==> src/rtl/game_pkg.sv <==
// game_pkg: board geometry, win patterns and press-mask helpers shared by the lights-out blocks
package game_pkg;
  localparam int ROWS = 4;
  localparam int COLS = 8;
  localparam int N = ROWS * COLS;
  localparam logic [N-1:0] WIN_PATTERNS [4] = '{
    {N{1'b0}},
    {N{1'b1}},
    {(N/2){2'b01}},
    {(N/2){2'b10}}
  };
  typedef enum logic [1:0] {IDLE, MIX, PLAY} state_t;
  function automatic logic [N-1:0] bit_at(input int i);
    return {{(N-1){1'b0}}, 1'b1} << i;
  endfunction
  function automatic logic [N-1:0] toggle_mask(input int r, input int c);
    logic [N-1:0] m;
    m = bit_at(r * COLS + c);
    if (r > 0) m |= bit_at((r - 1) * COLS + c);
    if (r < ROWS - 1) m |= bit_at((r + 1) * COLS + c);
    if (c > 0) m |= bit_at(r * COLS + c - 1);
    if (c < COLS - 1) m |= bit_at(r * COLS + c + 1);
    return m;
  endfunction
  function automatic logic is_win(input logic [N-1:0] b);
    logic w;
    w = 1'b0;
    for (int i = 0; i < 4; i++) w |= (b == WIN_PATTERNS[i]);
    return w;
  endfunction
endpackage

==> src/rtl/lfsr16.sv <==
// lfsr16: free-running 16-bit Fibonacci LFSR, taps 16,14,13,11
module lfsr16 (
  input  logic        clk,
  input  logic        reset,
  input  logic [15:0] seed,
  output logic [15:0] q
);
  // advance every cycle; an all-zero seed would lock up, so it is swapped for ACE1
  always_ff @(posedge clk)
    if (reset) q <= (seed == 16'h0) ? 16'hACE1 : seed;
    else q <= {q[14:0], q[15] ^ q[13] ^ q[12] ^ q[10]};
endmodule

==> src/rtl/board_state_engine.sv <==
// board_state_engine: owns the lights-out board, scrambles it on start and applies player presses
module board_state_engine
  import game_pkg::*;
#(
  parameter int           MIX_PRESSES = 64,
  parameter logic [N-1:0] INIT_BOARD  = 32'h0000_FFFF,
  parameter logic [15:0]  LFSR_SEED   = 16'hACE1,
  parameter int           CNT_W       = 16
) (
  input  logic             clk,
  input  logic             reset,
  input  logic             start,
  input  logic             press,
  input  logic [1:0]       cursor_row,
  input  logic [2:0]       cursor_col,
  output logic [N-1:0]     board_out,
  output logic             mix_state,
  output logic [CNT_W-1:0] move_count
);
  localparam int MW = $clog2(MIX_PRESSES) + 1;
  state_t state, state_next;
  logic [N-1:0] board_next, mix_board;
  logic [CNT_W-1:0] count_next;
  logic [MW-1:0] mix_cnt, mix_cnt_next;
  logic [15:0] lfsr;
  logic start_q, press_q, start_edge, press_edge, mix_done, play_press, unused_lfsr;
  int mix_idx;
  lfsr16 u_lfsr (
    .clk  (clk),
    .reset(reset),
    .seed (LFSR_SEED),
    .q    (lfsr)
  );
  assign unused_lfsr = ^lfsr[15:5];
  assign start_edge = start & ~start_q;
  assign press_edge = press & ~press_q;
  assign mix_idx = int'(lfsr[4:0]) % N;
  assign mix_board = board_out ^ toggle_mask(mix_idx / COLS, mix_idx % COLS);
  assign mix_done = (mix_cnt >= MW'(MIX_PRESSES - 1)) && !is_win(mix_board);
  assign play_press = (state == PLAY) && press_edge && !start_edge &&
                      (int'(cursor_row) < ROWS) && (int'(cursor_col) < COLS);
  // FSM state register
  always_ff @(posedge clk)
    if (reset) state <= IDLE;
    else state <= state_next;
  // start rescrambles from IDLE or PLAY; a scramble ends only on a non-winning board
  always_comb
    state_next = (state != MIX && start_edge) ? MIX :
                 (state == MIX && mix_done) ? PLAY : state;
  // board, move counter and mix counter updates for the current state
  always_comb begin
    board_next = (state == MIX) ? mix_board :
                 play_press ? board_out ^ toggle_mask(int'(cursor_row), int'(cursor_col)) : board_out;
    count_next = (state == MIX && mix_done) ? '0 :
                 (play_press && move_count != '1) ? move_count + 1'b1 : move_count;
    mix_cnt_next = (state != MIX) ? '0 :
                   (mix_cnt < MW'(MIX_PRESSES - 1)) ? mix_cnt + 1'b1 : mix_cnt;
  end
  // registered outputs; mix_state tracks the next state so it moves with the board
  always_ff @(posedge clk)
    if (reset) begin
      board_out <= INIT_BOARD;
      mix_state <= 1'b0;
      move_count <= '0;
      mix_cnt <= '0;
      start_q <= 1'b0;
      press_q <= 1'b0;
    end else begin
      board_out <= board_next;
      mix_state <= (state_next == MIX);
      move_count <= count_next;
      mix_cnt <= mix_cnt_next;
      start_q <= start;
      press_q <= press;
    end
endmodule
==> config.mk <==
export PLATFORM = sky130hd
export DESIGN_NAME = board_state_engine
export DESIGN_NICKNAME = d
export VERILOG_FILES = /design/src/rtl/game_pkg.sv /design/src/rtl/lfsr16.sv /design/src/rtl/board_state_engine.sv
export SDC_FILE = /design/constraint.sdc
export NUM_CORES = 1
export LEC_CHECK = 0
export CAP_MARGIN = 25
export CORE_MARGIN = 8
export CORE_UTILIZATION = 25
export CTS_BUF_LIST = sky130_fd_sc_hd__clkbuf_16
export DETAILED_ROUTE_END_ITERATION = 8
export DONT_BUFFER_PORTS = 1
export SETUP_SLACK_MARGIN = 0.3
export SLEW_MARGIN = 20
export SYNTH_ARGS = -nofsm -noshare
export SYNTH_HDL_FRONTEND = slang
export SYNTH_SLANG_ARGS = --single-unit
==> constraint.sdc <==
create_clock -name clk -period 4.1 [get_ports clk]
set_input_delay 0.82 -clock clk [delete_from_list [all_inputs] [get_ports clk]]
set_output_delay 0.82 -clock clk [all_outputs]
set_load 0.02 [all_outputs]
==> impl_metrics.csv <==
group,metric,value,unit
outcome,outcome,"completed",
clocking,clockBufferDepth,2,
floorplanning,fp.coreArea,0.0258,mm2
hold_path,hold_end,"u_lfsr.q[15]$_SDFF_PP1_",
sta,setup_viol,0,
sta,min_period,3.63,ns
setup_path,critPathTopFamily,"simple AND/OR/NAND/NOR gates",
synth,synth-edff-count,0,
final_layout,fillCellCount,2728,
floorplanning,die_area,0.0314,mm2
synth,post-synth-top-area-fraction,0.234,
sta,slew_headroom,0.417,
final_layout,finalNonFillerCells,1147,
final_layout,nets,843,
sta,tightest_slew,0.875,ns
placed_design,port-buffer-count,0,
setup_path,crit_fanout,16,
clocking,clkLatencyLatePin,0.36,ns
synth,yosys_warnings,0,
final_layout,final-seq-area,0.00152,mm2
setup_path,cp-start-kind,"flop",
synth,async_reset_ff_frac,0,
clocking,tritoncts,"done",
placed_design,dp_cells,1130,
setup_path,arrival,3.90,ns
power_and_ir_drop,power_density,327,mW/mm2
final_layout,area_growth,12.4,%
synth,synth_seq_cells,76,
power_and_ir_drop,peakVddDrop,149,uV
sta,report.final.slew_viol_count,0,
clocking,cts_buffers,9,
setup_path,ff2ff_setup_slack,0.47,ns
final_layout,diodes,0,
detailed_routing,dr_total_vias,6569,
setup_path,cp-end-kind,"flop",
hold_path,min_path_cells,1,
final_layout,drive_gt1_frac,0.117,
detailed_routing,drt_iter0_drc,737,
detailed_routing,drt-total-wl,23400,um
synth,syn_area_per_cell,7.93,um2
detailed_routing,wl_per_cell,20.4,um
setup_path,crit_path_top_delay_cell,"or4_1",
sta,setup_slack,0.472,ns
detailed_routing,final_antenna_net_count,0,
sta,setup-tns-final,0,ns
sta,finClkSkew,0.0133,ns
floorplanning,io_pins,58,
synth,synthesis.area,0.00650,mm2
final_layout,multi_input_area,0.00479,mm2
floorplanning,initial_utilization,0.252,
synth,synth_most_common_cell,"nand2_1",
global_routing,grt_first_pass_wirelength,36000,um
synth,synth-seq-area-share,0.234,
floorplanning,row_count,59,
synth,synth_nets,855,
clocking,ctsHoldBuffers,0,
clocking,clkSinkCount,76,
placed_design,dp_slack,0.188,ns
synth,synth_ff_type,"dfxtp_1",
global_routing,grt_pass1_vias,6141,
hold_path,hold_start,"u_lfsr.q[14]$_SDFF_PP0_",
placed_design,finalWeightedCongestion,0.998,
hold_path,hold_class,"flop to flop",
setup_path,path_buf_inv,2,
synth,synth_top_cell_by_area,"dfxtp_1",
sta,fin_crit_sh,0.885,
setup_path,max_stage_delay,0.56,ns
setup_path,crit_chain,"inv_1 -> ha_2 -> or4b_4 -> nor3_1 -> a221oi_1 -> o21ai_1 -> xnor2_1 -> or4_1 -> nor4_4 -> o22ai_4 -> buf_8 -> a211oi_1",
synth,synth_area_leaders,"dfxtp_1 (23%), xor2_1 (7.3%), ha_1 (5.2%)",
synth,synthTopCellsByCount,"nand2_1 (78), dfxtp_1 (76), nor2_1 (68)",
power_and_ir_drop,total_power,2.38,mW
detailed_routing,drc,0,
global_routing,overflow,0,
setup_path,crit_required,4.37,ns
power_and_ir_drop,power_leakage,2.43,nW
sta,fmax,0.276,GHz
setup_path,path_depth,12,
global_routing,grt_max_degree,52,
sta,grt_setup_unrepaired,"false",
setup_path,r2r_cells,12,
run,drv_cap,0,
detailed_routing,vias_per_cell,5.73,
synth,synthCells,819,
placed_design,dp_hpwl,17400,um
setup_path,r2r_start,"u_lfsr.q[4]$_SDFF_PP0_",
floorplanning,die_y,177,um
global_routing,antenna_found_initial,0,
sta,hold_viol,0,
clocking,ctsRootBufferMaster,"clkbuf_16",
global_routing,track_usage,0.146,
detailed_routing,first_pass_iters,5,
setup_path,crit_type,"flop to flop",
synth,synth_cell_type_count,80,
clocking,path_clk_slew,0.06,ns
floorplanning,die_w,177,um
setup_path,r2r-end,"move_count[3]$_SDFFE_PP0P_",
clocking,cts_max_level,3,
==> layout make-up <==
class	instances	share of cell area
clock buffers	9	0.0308
clock inverters	7	0.00874
inverters	18	0.00925
multi-input cells	676	0.656
flip-flops and latches	76	0.209
well taps	335	0.0574
repair buffers	26	0.0288
==> stage by stage <==
| step | hold slack [ns] | cell area, um2 | utilization |
|---|---|---|---|
| finish | 0.408 | 7300 | 0.283 |
| global route | 0.437 | 7300 | 0.283 |
| CTS | 0.413 | 7170 | 0.278 |
| detailed placement | 0.397 | 6870 | 0.267 |
| global placement | 0.392 | 6870 | 0.267 |
| floorplan | 0.389 | 6500 | - |
==> sequential cells by signal, indices dropped and copies added, names as in the netlist <==
register,flops
board_out,32
move_count,16
press_q,1
mix_state,1
state,2
start_q,1
u_lfsr.q,16
mix_cnt,7
==> layer usage <==
layer  share of wire  wire (um)  vias to the layer above  GRT usage
li1                -          -                     3061          -
met1            0.43      10100                     3103      0.197
met2            0.43       9950                      366      0.211
met3            0.12       2900                       39     0.0553
met4           0.018        416                        0     0.0420
met5               0          0                        -          0
==> cells by family after synthesis <==
group	synth area share
compound gates	0.297
xor+xnor	0.116
fa+ha+maj	0.0520
buf+inv	0.0468
flops	0.234
mux	0.00770
simple gates	0.247
==> worst max path at each step <==
stage | startpoint | end | slack [ns]
after floorplan | u_lfsr.q[1]$_SDFF_PP0_ | state[1]$_SDFF_PP0_ | 0.32
after global placement | u_lfsr.q[0]$_SDFF_PP1_ | move_count[1]$_SDFFE_PP0P_ | 0.17
after detailed placement | u_lfsr.q[0]$_SDFF_PP1_ | move_count[2]$_SDFFE_PP0P_ | 0.19
after CTS | u_lfsr.q[4]$_SDFF_PP0_ | move_count[2]$_SDFFE_PP0P_ | 0.32
after global routing | u_lfsr.q[3]$_SDFF_PP0_ | move_count[5]$_SDFFE_PP0P_ | 0.31
final | u_lfsr.q[4]$_SDFF_PP0_ | move_count[3]$_SDFFE_PP0P_ | 0.47
==> layout by cell type, fill, tap and decap left out, types with 7 or more instances in the layout <==
cell	instances
o221ai_1	19
a211o_1	7
buf_4	24
xor2_1	54
a32oi_1	15
nand2b_1	18
nor2b_1	22
a211oi_1	12
o211ai_1	19
and2_1	16
nand2_1	78
nor2_1	67
a221oi_1	21
nand4_1	15
and3_1	8
clkbuf_16	9
dfxtp_1	75
nor3_1	15
or2_2	8
ha_1	22
inv_1	14
nand3_1	21
a22o_1	8
a21oi_1	29
xnor2_1	32
o21ai_0	32
a211oi_2	10
==> where the power goes <==
part	internal, mW	leakage (nW)	switching [mW]
sequential	0.775	0.621	0.0768
clock	0.425	0.137	0.377
combinational	0.255	1.68	0.475
==> worst reg2reg max path: stages (launching register included) <==
cell      delay (ns)
dfxtp_1         0.31
inv_1           0.18
ha_2            0.39
or4b_4          0.56
nor3_1          0.25
a221oi_1        0.09
o21ai_1         0.15
xnor2_1         0.11
or4_1           0.56
nor4_4          0.34
o22ai_4         0.17
buf_8           0.20
a211oi_1        0.23
==> what timing repair did <==
item	in CTS	in global routing
buffers inserted	0	1
gates cloned	0	0
pin swaps	0	4
setup endpoints to repair	16	18
resized for setup	1	30
Power figures use the tool's default switching activity.
